## src/rtl/h14tx_timings_decoder.sv

```systemverilog
// h14tx_timings_decoder
// Turns the raster cursor (x, y) into registered HDMI 1.4 transmitter timing
// controls: hsync, vsync, data enable, preamble CTL bits and the leading video
// guard band. A four-state period FSM makes sure a video data period is only
// entered after a complete 8-pixel preamble followed by a 2-pixel guard band.
// Every output reflects the cursor position sampled on the previous clk edge.
module h14tx_timings_decoder #(
  parameter int   BitWidth  = 11,
  parameter int   BitHeight = 10,
  parameter int   Width     = 1650,
  parameter int   Height    = 750,
  parameter int   HActive   = 1280,
  parameter int   HFront    = 110,
  parameter int   HSync     = 40,
  parameter int   VActive   = 720,
  parameter int   VFront    = 5,
  parameter int   VSync     = 5,
  parameter logic HPolarity = 1'b1,
  parameter logic VPolarity = 1'b1
) (
  input  logic                 clk,
  input  logic                 rst_n,
  input  logic [BitWidth-1:0]  x,
  input  logic [BitHeight-1:0] y,
  output logic                 hsync,
  output logic                 vsync,
  output logic                 de,
  output logic                 guard,
  output logic [3:0]           ctl,
  output logic                 frame_start
);

  // All position arithmetic is done on 32-bit unsigned values so that y+1
  // and the window bounds never wrap.
  localparam logic [31:0] W_L       = 32'(Width);
  localparam logic [31:0] H_L       = 32'(Height);
  localparam logic [31:0] H_LAST    = 32'(Height - 1);
  localparam logic [31:0] HA_L      = 32'(HActive);
  localparam logic [31:0] VA_L      = 32'(VActive);
  localparam logic [31:0] PRE_FIRST = 32'(Width - 10);
  localparam logic [31:0] PRE_LAST  = 32'(Width - 3);
  localparam logic [31:0] GRD_FIRST = 32'(Width - 2);
  localparam logic [31:0] GRD_LAST  = 32'(Width - 1);
  localparam logic [31:0] HS_START  = 32'(HActive + HFront);
  localparam logic [31:0] HS_END    = 32'(HActive + HFront + HSync);
  localparam logic [31:0] VS_START  = 32'(VActive + VFront);
  localparam logic [31:0] VS_END    = 32'(VActive + VFront + VSync);

  typedef enum logic [1:0] {
    ST_CTRL  = 2'd0,
    ST_PRE   = 2'd1,
    ST_GUARD = 2'd2,
    ST_VIDEO = 2'd3
  } state_e;

  state_e      state_q, state_d;
  logic        hsync_q, hsync_d;
  logic        vsync_q, vsync_d;
  logic        de_q, de_d;
  logic        guard_q, guard_d;
  logic [3:0]  ctl_q, ctl_d;
  logic        fs_q, fs_d;

  logic [31:0] x_ext_s;
  logic [31:0] y_ext_s;
  logic        in_range_s;
  logic        next_act_s;
  logic        hsync_act_s;
  logic        vsync_act_s;

  assign x_ext_s = 32'(x);
  assign y_ext_s = 32'(y);

  // Position decode: range check, next-line-active flag and sync windows.
  always_comb begin
    in_range_s  = (x_ext_s < W_L) && (y_ext_s < H_L);
    if (y_ext_s == H_LAST) begin
      // Line 0 of the next frame is always active.
      next_act_s = 1'b1;
    end else begin
      next_act_s = ((y_ext_s + 32'd1) < VA_L);
    end
    hsync_act_s = in_range_s && (x_ext_s >= HS_START) && (x_ext_s < HS_END);
    vsync_act_s = in_range_s && (y_ext_s >= VS_START) && (y_ext_s < VS_END);
  end

  // Period FSM next state. The state names the period of the pixel just
  // sampled, so VIDEO can only be reached through PRE and GUARD.
  always_comb begin
    state_d = state_q;
    if (!in_range_s) begin
      state_d = ST_CTRL;
    end else begin
      case (state_q)
        ST_CTRL: begin
          if ((x_ext_s == PRE_FIRST) && next_act_s) begin
            state_d = ST_PRE;
          end else begin
            state_d = ST_CTRL;
          end
        end
        ST_PRE: begin
          if (!next_act_s) begin
            state_d = ST_CTRL;
          end else if (x_ext_s == GRD_FIRST) begin
            state_d = ST_GUARD;
          end else if ((x_ext_s > PRE_FIRST) && (x_ext_s <= PRE_LAST)) begin
            state_d = ST_PRE;
          end else begin
            state_d = ST_CTRL;
          end
        end
        ST_GUARD: begin
          if ((x_ext_s == GRD_LAST) && next_act_s) begin
            state_d = ST_GUARD;
          end else if ((x_ext_s == 32'd0) && (y_ext_s < VA_L)) begin
            // Guard band ends at the line wrap; the new line is active.
            state_d = ST_VIDEO;
          end else begin
            state_d = ST_CTRL;
          end
        end
        ST_VIDEO: begin
          if ((x_ext_s < HA_L) && (y_ext_s < VA_L)) begin
            state_d = ST_VIDEO;
          end else begin
            state_d = ST_CTRL;
          end
        end
        default: begin
          state_d = ST_CTRL;
        end
      endcase
    end
  end

  // Output next values: period controls from the entered state, syncs and
  // frame marker straight from the position decode.
  always_comb begin
    de_d    = 1'b0;
    guard_d = 1'b0;
    ctl_d   = 4'b0000;
    case (state_d)
      ST_PRE: begin
        ctl_d = 4'b0001;
      end
      ST_GUARD: begin
        guard_d = 1'b1;
      end
      ST_VIDEO: begin
        de_d = 1'b1;
      end
      default: begin
        de_d    = 1'b0;
        guard_d = 1'b0;
        ctl_d   = 4'b0000;
      end
    endcase
    if (hsync_act_s) begin
      hsync_d = HPolarity;
    end else begin
      hsync_d = ~HPolarity;
    end
    if (vsync_act_s) begin
      vsync_d = VPolarity;
    end else begin
      vsync_d = ~VPolarity;
    end
    fs_d = (x_ext_s == 32'd0) && (y_ext_s == 32'd0);
  end

  // State and output registers; reset drives syncs to their inactive level.
  always_ff @(posedge clk or negedge rst_n) begin
    if (!rst_n) begin
      state_q <= ST_CTRL;
      hsync_q <= ~HPolarity;
      vsync_q <= ~VPolarity;
      de_q    <= 1'b0;
      guard_q <= 1'b0;
      ctl_q   <= 4'b0000;
      fs_q    <= 1'b0;
    end else begin
      state_q <= state_d;
      hsync_q <= hsync_d;
      vsync_q <= vsync_d;
      de_q    <= de_d;
      guard_q <= guard_d;
      ctl_q   <= ctl_d;
      fs_q    <= fs_d;
    end
  end

  assign hsync       = hsync_q;
  assign vsync       = vsync_q;
  assign de          = de_q;
  assign guard       = guard_q;
  assign ctl         = ctl_q;
  assign frame_start = fs_q;

endmodule

```

## config.mk

```make
export PLATFORM = sky130hd
export DESIGN_NAME = h14tx_timings_decoder
export DESIGN_NICKNAME = d
export VERILOG_FILES = /design/src/rtl/h14tx_timings_decoder.sv
export SDC_FILE = /design/constraint.sdc
export NUM_CORES = 1
export LEC_CHECK = 0
export BUFFER_PORTS_ARGS = -buffer_cell sky130_fd_sc_hd__buf_2
export CAP_MARGIN = 20
export CORE_MARGIN = 3
export CORE_UTILIZATION = 35
export DETAILED_ROUTE_END_ITERATION = 6
export PLACE_DENSITY_LB_ADDON = 0.15
export RECOVER_POWER = 100
export SYNTH_ARGS = -nofsm -noshare
export SYNTH_HDL_FRONTEND = slang
export SYNTH_SLANG_ARGS = --single-unit
```

## constraint.sdc

```tcl
create_clock -name clk -period 1.3 [get_ports clk]
set_input_delay 0 -clock clk [delete_from_list [all_inputs] [get_ports clk]]
set_output_delay 0 -clock clk [all_outputs]
set_load 0.05 [all_outputs]
```

==> impl_metrics.ini <==
[cells_and_area]
nets = 124
antennaDiodeCount = 0
final_cells = 115
area_delta_synth_final_pct = 29.2
fillers = 158
drive_gt1_frac = 0.273
seqCellArea_um2 = 200
multi_input_area_um2 = 355

[yosys]
synth.distinct_cells = 32
avgSynthCellArea_um2 = 9.09
postSynthCellCount = 65
ys.flop_type = dfrtp_1
ys_ff_latch = 8
synth-edff-count = 0
synth_top_cell_by_area = dfrtp_1
synth_area_um2 = 591
synth-seq-area-share = 0.339
yosys-top-cells-area = dfrtp_1 34%, nor3b_1 5.1%, buf_4 3.8%
synth-warning-count = 0
async_flop_share = 1.00
yosysTopAreaCellShare = 0.339

[clock_tree]
cts_root_buf = clkbuf_4
cts.path.max_buffers = 2
cts.reportedPaths.clkPinSlew_ns = 0.05
h-tree-depth = 1
cts_tree = yes
clock_sinks = 8
clock_latency_ns = 0.24
cts_buffers = 3

[die]
io_pins = 32
die_area_um2 = 2220
die_y_um = 47.1
rows = 14
die_width_um = 47.1
fp.coreArea_um2 = 1540
initial_utilization = 0.383

[route]
vias_per_cell = 5.51
vias = 634
wirelength_um = 1370
final_antenna_net_count = 0
drt-initial-drc-count = 15
drcViolationCount = 0
dr.pass1.iters = 4
routedWlPerCell_um = 11.9

[setup_path]
crit_path_cell_trace = and3b_1, o21ai_0, nor4b_1
cp_max_fo = 5
reg2regPathDepth = 3
cp.depth = 3
critPathTopFamily = simple AND/OR/NAND/NOR gates
required_ns = 1.43
max_stage_delay_ns = 0.42
endpoint_kind = flop
worst_setup_path_start_kind = flop
crit_buf_inv = 0
crit_type = reg -> reg
arrival_ns = 1.28
cp_slowest_cell = dfrtp_1
regToRegSetupSlack_ns = 0.15

[sta]
post-route-period-util = 0.888
fmax_mhz = 866
rsz0062_at_grt = no
maxSlewViolCount = 0
finClkSkew_ns = 0.00158
period_minus_slack_ns = 1.15
worstMarginPinSlew_ns = 0.599
slew_headroom = 0.603
finalSetupViolCount = 0
hold-worst-slack_ns = 0.0352
hold_viol = 0

[power]
p_switching_uw = 158
p_leak_uw = 0.000355
max-vdd-ir-drop_mv = 0.208
p_int_uw = 408
comb_power_share = 0.242
clkPwrFrac = 0.316
switching_share = 0.279
p_seq_frac = 0.442
pwr_density_cell_nw_per_um2 = 741

[min_path]
hold-path-cell-count = 3
hp-class = in -> reg

[global_routing]
grt_pass1_vias = 567
overflow = 0
grt_max_degree = 9
grt_pass1_wl_um = 2320
antenna_found_initial = 0
grt_use_total = 0.147

[placement]
place_inst = 111
gp_congestion = 0.778
io_buffers = 28
dp_hpwl_um = 1160

[job]
maxCapViolCount = 0

[outcome]
status = finished clean
[per-stage QoR]
step	setup slack [ns]	setup TNS [ns]	total power (µW)	area (µm²)	utilization
6_report	0.145	0	565	763	0.495
5_1_grt	0.0478	0	604	763	0.495
4_1_cts	0.140	0	580	791	0.513
3_5_place_dp	-0.0359	-0.0609	392	758	0.492
3_3_place_gp	-0.00162	-0.00186	391	758	0.492
2_1_floorplan	0.177	0	325	598	-
[synth_stat cells, types with 2 or more instances]
cell     number
nor3_1        3
nor3b_1       4
dfrtp_1       8
nand2_1       5
a31oi_1       3
or3_1         2
nor2_1        6
buf_4         3
o21ai_0       4
nor4_1        2
a21oi_1       2
o31ai_1       2
nand3_1       2
[power by group through the flow]
stage,combinational [µW],sequential [µW],clock [µW]
2_1_floorplan,69.6,256,0
3_3_place_gp,137,254,0
3_5_place_dp,138,254,0
4_1_cts,141,250,189
5_1_grt,152,250,202
6_report,137,250,178
[sequential cells by signal (all words and copies together) (netlist names)]
signal,flops
vsync,1
state_q,2
ctl,1
hsync,1
frame_start,1
guard,1
de,1
[per-layer routing]
layer,vias up,GRT usage,part of all wire,routed length (µm)
met5,-,0,0,0
met4,0,0.0829,0,0
met3,0,0.0153,0.073,100
met2,27,0.252,0.49,676
met1,288,0.178,0.43,592
li1,319,-,-,-
[worst reg2reg max path, delay by kind of cell, from the launching register on]
family | cells | cell delay [ns]
AOI/OAI and AO/OA | 1 | 0.12
and+or+nand+nor | 2 | 0.51
DFF | 1 | 0.42
[layout by cell type (no fill, tap or decap), drive strengths merged, types with 2 or more instances in the layout]
master | netlist | routed
o21ai | 4 | 4
nor4b | 2 | 2
nor2 | 6 | 6
conb | 1 | 3
nor3 | 3 | 3
or3 | 2 | 2
a31oi | 3 | 3
dfrtp | 8 | 8
nor3b | 4 | 4
a21oi | 2 | 2
buf | 3 | 22
clkbuf | 0 | 12
nand3 | 2 | 2
o31ai | 2 | 2
nor4 | 3 | 3
and4 | 2 | 2
nand2 | 5 | 5
[kinds of logic after synthesis]
family | count (synthesis) | share of synthesized area
AND/OR/NAND/NOR | 34 | 0.390
AO/OA/AOI/OAI | 17 | 0.206
flip-flops | 8 | 0.339
buffers and inverters | 4 | 0.0445
XOR/XNOR | 1 | 0.0148
other | 1 | 0.00635
[area by class of cell]
cell class,instances,share of cell area
well taps,16,0.0262
repair buffers,32,0.211
flip-flops and latches,8,0.262
clock buffers,3,0.0295
inverters,1,0.00492
multi-input cells,55,0.466
[path summary, 6_finish.rpt]
kind | from | end
worst min register to register | state_q[1] | de
worst max register to register | state_q[0] | guard
min in group asynchronous | rst_n | state_q[0]
max in group asynchronous | rst_n | state_q[1]
worst min-delay path | y[4] | vsync
worst max-delay path | state_q[0] | guard
[repair_timing]
item,CTS,global route
endpoints found under the hold margin,8,0
setup endpoints to repair,0,0
buffers inserted,0,0
resized for setup,0,0
hold buffers,1,0
Note: power is estimated with default switching activity, not from simulation.
